[config.mk]
export PLATFORM = sky130hd
export DESIGN_NAME = bram_port_master
export DESIGN_NICKNAME = d
export VERILOG_FILES = /design/src/rtl/bram_port_master.sv
export SDC_FILE = /design/constraint.sdc
export NUM_CORES = 1
export LEC_CHECK = 0
export ABC_AREA = 1
export CAP_MARGIN = 20
export CORE_MARGIN = 5
export CORE_UTILIZATION = 30
export CTS_CLUSTER_DIAMETER = 50
export CTS_CLUSTER_SIZE = 28
export DETAILED_ROUTE_END_ITERATION = 8
export PLACE_DENSITY = 0.66
export SETUP_SLACK_MARGIN = 0.5
export SLEW_MARGIN = 20
export SYNTH_ARGS = -nofsm -noshare
export SYNTH_HDL_FRONTEND = slang
export SYNTH_HIERARCHICAL = 1
export SYNTH_SLANG_ARGS = --single-unit
[constraint.sdc]
create_clock -name clk -period 6.55 [get_ports clk]
set_input_delay 1.31 -clock clk [delete_from_list [all_inputs] [get_ports clk]]
set_output_delay 1.31 -clock clk [all_outputs]
set_load 0.01 [all_outputs]
[src/rtl/bram_port_master.sv]
// rtl/bram_port_master.sv - request/response front end for one port of a read-first block RAM

// Response queue: DEPTH entries of {err, data}, registered output, no bypass.
// A pop frees its slot in the same cycle, so push+pop when full is legal.
module bram_rsp_fifo #(
  parameter int DEPTH = 4,
  parameter int W     = 257
) (
  input  logic         clk,
  input  logic         rst_n,
  input  logic         push_i,
  input  logic [W-1:0] push_data_i,
  input  logic         pop_i,
  output logic         valid_o,
  output logic [W-1:0] data_o
);
  localparam int PW = $clog2(DEPTH);
  localparam int CW = $clog2(DEPTH + 1);
  localparam logic [PW-1:0] LAST_PTR = PW'(DEPTH - 1);
  localparam logic [CW-1:0] FULL_CNT = CW'(DEPTH);

  logic [W-1:0]  mem_q [DEPTH];
  logic [PW-1:0] wr_ptr_q, wr_ptr_d;
  logic [PW-1:0] rd_ptr_q, rd_ptr_d;
  logic [CW-1:0] count_q, count_d;

  assign valid_o = (count_q != '0);
  // Masked so an empty queue presents zero data rather than stale storage.
  assign data_o  = valid_o ? mem_q[rd_ptr_q] : '0;

  // Next-state for pointers (with explicit wrap for non-power-of-2 depths) and occupancy.
  always_comb begin
    wr_ptr_d = wr_ptr_q;
    rd_ptr_d = rd_ptr_q;
    count_d  = count_q;
    if (push_i) begin
      wr_ptr_d = (wr_ptr_q == LAST_PTR) ? '0 : wr_ptr_q + 1'b1;
    end
    if (pop_i) begin
      rd_ptr_d = (rd_ptr_q == LAST_PTR) ? '0 : rd_ptr_q + 1'b1;
    end
    if (push_i && !pop_i) begin
      count_d = count_q + 1'b1;
    end else if (pop_i && !push_i) begin
      count_d = count_q - 1'b1;
    end
  end

  // Pointer and occupancy registers; reset empties the queue immediately.
  always_ff @(posedge clk or negedge rst_n) begin
    if (!rst_n) begin
      wr_ptr_q <= '0;
      rd_ptr_q <= '0;
      count_q  <= '0;
    end else begin
      wr_ptr_q <= wr_ptr_d;
      rd_ptr_q <= rd_ptr_d;
      count_q  <= count_d;
    end
  end

  // Payload storage; contents need no reset because occupancy gates visibility.
  always_ff @(posedge clk) begin
    if (push_i) begin
      mem_q[wr_ptr_q] <= push_data_i;
    end
  end

  // Credit gating upstream must make overflow and underflow impossible.
  always @(posedge clk) begin
    if (rst_n) begin
      assert (!(push_i && !pop_i && count_q == FULL_CNT));
      assert (!(pop_i && count_q == '0));
    end
  end
endmodule

// Top: drives the RAM port combinationally from the accepted request and
// collects read data one cycle later into the credit-gated response queue.
module bram_port_master #(
  parameter int SIZE      = 1024,
  parameter int WIDTH     = 256,
  parameter int RSP_DEPTH = 4,
  parameter int ADDR_W    = $clog2(SIZE) + 1
) (
  input  logic              clk,
  input  logic              rst_n,
  input  logic              req_valid,
  output logic              req_ready,
  input  logic              req_we,
  input  logic [ADDR_W-1:0] req_addr,
  input  logic [WIDTH-1:0]  req_wdata,
  output logic              rsp_valid,
  input  logic              rsp_ready,
  output logic [WIDTH-1:0]  rsp_rdata,
  output logic              rsp_err,
  output logic              bram_en,
  output logic              bram_we,
  output logic [ADDR_W-1:0] bram_addr,
  output logic [WIDTH-1:0]  bram_di,
  input  logic [WIDTH-1:0]  bram_do
);
  localparam int CW = $clog2(RSP_DEPTH + 1);
  localparam logic [CW-1:0]     CRED_MAX = CW'(RSP_DEPTH);
  localparam logic [ADDR_W-1:0] SIZE_A   = ADDR_W'(SIZE);

  logic [CW-1:0] credits_q, credits_d;
  // rd_pend[0]: in-range read issued last cycle; rd_pend[1]: out-of-range read accepted last cycle.
  logic [1:0]    rd_pend_q, rd_pend_d;

  logic             accept;
  logic             in_range;
  logic             rd_accept;
  logic             rsp_hs;
  logic             fifo_push;
  logic [WIDTH:0]   fifo_push_data;
  logic [WIDTH:0]   fifo_head;

  // Credits cover every read from acceptance until its response handshake,
  // so the queue can never overflow. Writes share the same gate to stay in order.
  assign req_ready = rst_n && (credits_q != '0);
  assign accept    = req_valid && req_ready;
  assign in_range  = (req_addr < SIZE_A);
  assign rd_accept = accept && !req_we;
  assign rsp_hs    = rsp_valid && rsp_ready;

  assign bram_en   = accept && in_range;
  assign bram_we   = bram_en && req_we;
  assign bram_addr = req_addr;
  assign bram_di   = req_wdata;

  // Out-of-range reads bypass the RAM but still take their slot in order.
  assign fifo_push      = rd_pend_q[0] || rd_pend_q[1];
  assign fifo_push_data = rd_pend_q[1] ? {1'b1, {WIDTH{1'b0}}} : {1'b0, bram_do};

  // Credit update: read acceptance consumes, response handshake returns.
  always_comb begin
    credits_d = credits_q;
    case ({rd_accept, rsp_hs})
      2'b10:   credits_d = credits_q - 1'b1;
      2'b01:   credits_d = credits_q + 1'b1;
      default: credits_d = credits_q;
    endcase
  end

  // Read-pending flags mark which kind of read lands in the queue next cycle.
  always_comb begin
    rd_pend_d    = 2'b00;
    rd_pend_d[0] = rd_accept && in_range;
    rd_pend_d[1] = rd_accept && !in_range;
  end

  // Credit counter and pipeline flags; reset drops all in-flight reads.
  always_ff @(posedge clk or negedge rst_n) begin
    if (!rst_n) begin
      credits_q <= CRED_MAX;
      rd_pend_q <= 2'b00;
    end else begin
      credits_q <= credits_d;
      rd_pend_q <= rd_pend_d;
    end
  end

  // Credits must stay within 0..RSP_DEPTH.
  always @(posedge clk) begin
    if (rst_n) begin
      assert (!(rd_accept && !rsp_hs && credits_q == '0));
      assert (!(rsp_hs && !rd_accept && credits_q == CRED_MAX));
    end
  end

  bram_rsp_fifo #(
    .DEPTH (RSP_DEPTH),
    .W     (WIDTH + 1)
  ) u_rsp_fifo (
    .clk         (clk),
    .rst_n       (rst_n),
    .push_i      (fifo_push),
    .push_data_i (fifo_push_data),
    .pop_i       (rsp_hs),
    .valid_o     (rsp_valid),
    .data_o      (fifo_head)
  );

  assign rsp_err   = fifo_head[WIDTH];
  assign rsp_rdata = fifo_head[WIDTH-1:0];
endmodule

* Yosys cells after proc, flatten, opt, wreduce, memory -nomap -nowiden
Memories as Yosys holds them, arrays and structs flattened. Cells that the tools add are included.
Storage, ports and cells: flip-flop bits (word level) 12, input port bits 528, memories 1, RAM bits 1028, word-level logic and storage cells 45
Cells by class: add/sub/neg operators 6, multiplexer cells 9, reductions and logical operators 19, magnitude comparators 1, equality and inequality tests 4
Memories:
- u_rsp_fifo.mem_q | depth 4, bits a word 257, rd ports 1, clocked after memory_dff 0, write ports 1, RTL line 22 | logic [W-1:0] mem_q [DEPTH];
Operators by type and width (count):
- 2-to-1 mux 257 bit | 2
- < comparator 11 bit (second input constant) | 1
- logical AND 1 bit | 10
- adder 3 x 1 -> 3 bit (second input constant) | 2
- equality test 2 bit (second input constant) | 3
- 2-to-1 mux 3 bit | 2
- case mux 3 bit (2 select lines) | 1
- nonzero test 3 bit | 2
- subtractor 3 x 1 -> 3 bit (second input constant) | 2
- adder 2 x 1 -> 2 bit (second input constant) | 2
- zero test 1 bit | 4
- 2-to-1 mux 2 bit | 2
- nonzero test 2 bit | 2
- equality test 2 x 1 -> 1 bit (second input constant) | 1
- 2-to-1 mux 1 bit | 2
- logical OR 1 bit | 1

* Logic depth before layout (Yosys ltp)
word-level depth 6, mapped depth 15, depth with buffers taken out 13

* Hierarchy
Netlist, hierarchy kept.
Modules (own cells, without submodules):
- bram_rsp_fifo | cells an instance 4107, area an instance 43818.3 um^2, instances 1
- bram_port_master | cells an instance 843, area an instance 4574.4 um^2, instances 1

* Least setup slack after synthesis
OpenSTA, ideal clock, no wires.
path kind register to register, start point register rd_pend_q[1], end point memory u_rsp_fifo.mem_q[0][0], enable pin, setup slack 0.046 ns, library setup time 0.609 ns, clock period less this slack 6.504 ns, data arrival time 5.895 ns, buffers on the path 2, cell stages (with the launch flop) 6, required time 5.941 ns, path through dfrtp_1 > buf_6 > buf_6 > or2_1 > nand2_1 > inv_1
Between the ends: longest elaborated chain between the ends 3
RTL lines:
- start: declaration | RTL line 109 | logic [1:0] rd_pend_q, rd_pend_d;
- start signal: assignment | RTL line 160 | rd_pend_q <= rd_pend_d;
- logical OR 1 bit | RTL line 133 | assign fifo_push = rd_pend_q[0] || rd_pend_q[1];
- named net fifo_push | RTL line 115 | logic fifo_push;
- 2-to-1 mux 1 bit | RTL line 64 | if (push_i) begin
- 2-to-1 mux 1 bit (implied by the code) | RTL line 65 | mem_q[wr_ptr_q] <= push_data_i;
- end: declaration | RTL line 22
The timed path passes the listed nets, and every way through them passes these cells.

* Worst setup path after layout
start point register u_rsp_fifo.rd_ptr_q[0], end point output rsp_rdata[189]
Between the ends: longest elaborated chain between the ends 2
RTL lines:
- start: declaration | RTL line 24 | logic [PW-1:0] rd_ptr_q, rd_ptr_d;
- start signal: assignment | RTL line 57 | rd_ptr_q <= rd_ptr_d;
- memory (4 x 257 bit)
- 2-to-1 mux 257 bit | RTL line 29 | assign data_o = valid_o ? mem_q[rd_ptr_q] : '0;
- end: declaration | RTL line 95 | output logic [WIDTH-1:0] rsp_rdata,
Every way passes these cells.

==> flow_summary.ini <==
[run_status]
outcome = finished, final reports clean

[route]
avgViaCountPerCell = 4.431
avgRoutedWirePerCell_um = 24.83
first_iter_violations = 2623
first_pass_iters = 7
drc = 0
ant_nets = 0
vias = 32740
wl_um = 183400

[die]
die_area_mm2 = 0.1694
die_h_um = 411.6
chipWidth_um = 411.6
num_rows = 147
core_area_mm2 = 0.1604
io_pins = 1056
initial_core_util = 0.3017

[layout]
layout_common_cells = inv_1 (1,300), nand2_1 (1,052), edfxtp_1 (1,028), clkdlybuf4s50_1 (523), nand3_1 (516)
fillers = 15780
multi_input_area_mm2 = 0.009071
drive_gt1_frac = 0.04929
fin_area_mm2 = 0.05741
syn_to_final_growth_pct = 18.63
layout_commonest_cell = inv_1
fin_util = 0.3579
register_area_mm2 = 0.03118
finalNetCount = 5664
final_cell_count_no_fill = 7388

[cts]
cts_tree = yes
ctsRootBufferMaster = clkbuf_16
cts_resized = 0
cts.sinks = 1040
post-cts-setup-buffers = 0
cts_inserted_buffers = 101
cts_max_level = 3
path_clk_slew_ns = 0.08
insertion_delay_ns = 0.72
hold_buffers = 0
clockBufferDepth = 3

[critical_path]
arrival_ns = 3.99
cp_max_fo = 82
cp-start-kind = flip-flop
worstSetupEndpointType = output pin
worst-setup-path-type = reg -> out
worstPathRequired_ns = 5.24

[global_routing]
grt_pass1_wl_um = 246400
overflow = 0
globalRouteTotalUtil = 0.2071
grt_pass1_vias = 31400
grt_max_degree = 159
antenna_found_initial = 25

[timing]
whs_ns = 0.4719
finalMaxSlewViolations = 0
fin_crit_sh = 0.8087
min_period_ns = 5.297
setup_viol = 0
layout_setup_ws_ns = 1.253
finalHoldViolCount = 0
rsz0062_at_grt = false
worst_clock_skew_ns = 0.08303
tns_ns = 0
relSlewSlack = 0.1917
worst_pin_slew_ns = 1.212
fmax_ghz = 0.1888

[logic_synthesis]
yosys-top-cells-area = edfxtp_1 (64%), inv_1 (10%), nand2_1 (8.2%)
ys_async_sr_fraction = 0.01154
synth_top_area_frac = 0.6379
ys.flop_type = edfxtp_1
synthCells = 4950
yosysWarnings = 6
synth_area_mm2 = 0.04839
avgSynthCellArea_um2 = 9.776
synth_enable_flop_cells = 1028
yosysSeqAreaShare = 0.6441
synth.distinct_cells = 24
synth-seq-cells = 1040
synth_fp_nets = 5487
yosys.area.top_type = edfxtp_1

[power_and_ir_drop]
vdd_ir_drop_max_mv = 0.1883
leakagePower_nw = 24.64
p_per_area_mw_per_mm2 = 242.4
p_sw_frac = 0.2229
power_frac_clock = 0.452
p_sw_mw = 3.103
sequentialPowerShare = 0.525
p_total_mw = 13.92
p_comb_frac = 0.023
p_int_mw = 10.81

[placement]
io_buffers = 523
dp_hpwl_um = 133700
dp.cells = 7184
pre_cts_slack_ns = 1.964
gp_congestion = 0.9984
dpl_cell_area_mm2 = 0.05366

[flow_run]
maxCapViolCount = 0

[hold_path]
min_path_type = reg -> reg
-- layer usage --
metal | vias up | track usage | part of all wire
met4 | 6 | 0.1507 | 0.085
met2 | 1458 | 0.3458 | 0.48
met3 | 351 | 0.1267 | 0.15
met5 | - | 0.005172 | 0.00076
met1 | 15530 | 0.1810 | 0.28
li1 | 15400 | - | -
-- Yosys cell counts, types with 2 or more instances --
cell type / number
inv_1: 1304
nand2_1: 1052
edfxtp_1: 1028
nand3_1: 516
buf_4: 267
a21oi_1: 257
nor2_1: 242
buf_2: 153
clkbuf_1: 37
buf_6: 27
nor2_2: 20
buf_1: 11
dfrtp_1: 11
ha_1: 7
nand4_1: 4
o21ai_0: 3
fa_1: 2
inv_2: 2
xnor2_1: 2
-- registers in the layout, summed over array words and instances (netlist names) --
name,flops
credits_q,3
rd_pend_q,2
u_rsp_fifo/count_q,3
u_rsp_fifo/mem_q,1028
u_rsp_fifo/rd_ptr_q,2
u_rsp_fifo/wr_ptr_q,2
-- worst max-delay path, stage by stage (launching register included) --
cell,delay (ns)
dfrtp_4,0.78
buf_4,0.65
buf_4,0.78
nand2_1,0.17
nand3_1,0.12
a21oi_1,0.11
clkdlybuf4s50_1,0.54
-- area by class of cell --
cell class,count,share of cell area
repair buffers,569,0.1005
clock inverters,84,0.02040
flip-flops and latches,1040,0.5432
well taps,2160,0.04708
clock buffers,106,0.04435
multi-input cells,2109,0.1580
inverters,1306,0.08591
diodes,14,0.0006102
-- worst paths after layout --
check,cells after the start,to,startpoint,slack (ns)
setup / recovery,6,rsp_rdata[189],u_rsp_fifo/rd_ptr_q[0],1.25
hold / removal,2,credits_q[2],credits_q[2],0.47
setup reg to reg,4,u_rsp_fifo/mem_q[0][161],rd_pend_q[1],3.13
hold reg to reg,2,credits_q[2],credits_q[2],0.47
max in group asynchronous,1,u_rsp_fifo/rd_ptr_q[0],rst_n,4.97
min in group asynchronous,1,rd_pend_q[1],rst_n,1.02
-- logic make-up after synthesis --
kind of cell	Yosys count	synth area share
XOR/XNOR	2	0.0003620
AND/OR/NAND/NOR	1836	0.1572
flip-flops	1040	0.6441
AO/OA/AOI/OAI	262	0.02715
adder cells (fa/ha/maj)	9	0.002637
buffers and inverters	1801	0.1685
-- power groups by stage --
stage / clock network, mW / logic [mW] / registers [mW]
after global placement: 0 / 0.321 / 7.45
final: 6.29 / 0.325 / 7.30
after detailed placement: 0 / 0.328 / 7.45
after global routing: 6.70 / 0.357 / 7.30
after CTS: 6.43 / 0.330 / 7.30
after floorplan: 0 / 0.262 / 7.45
(Power assumes the default switching activity.)
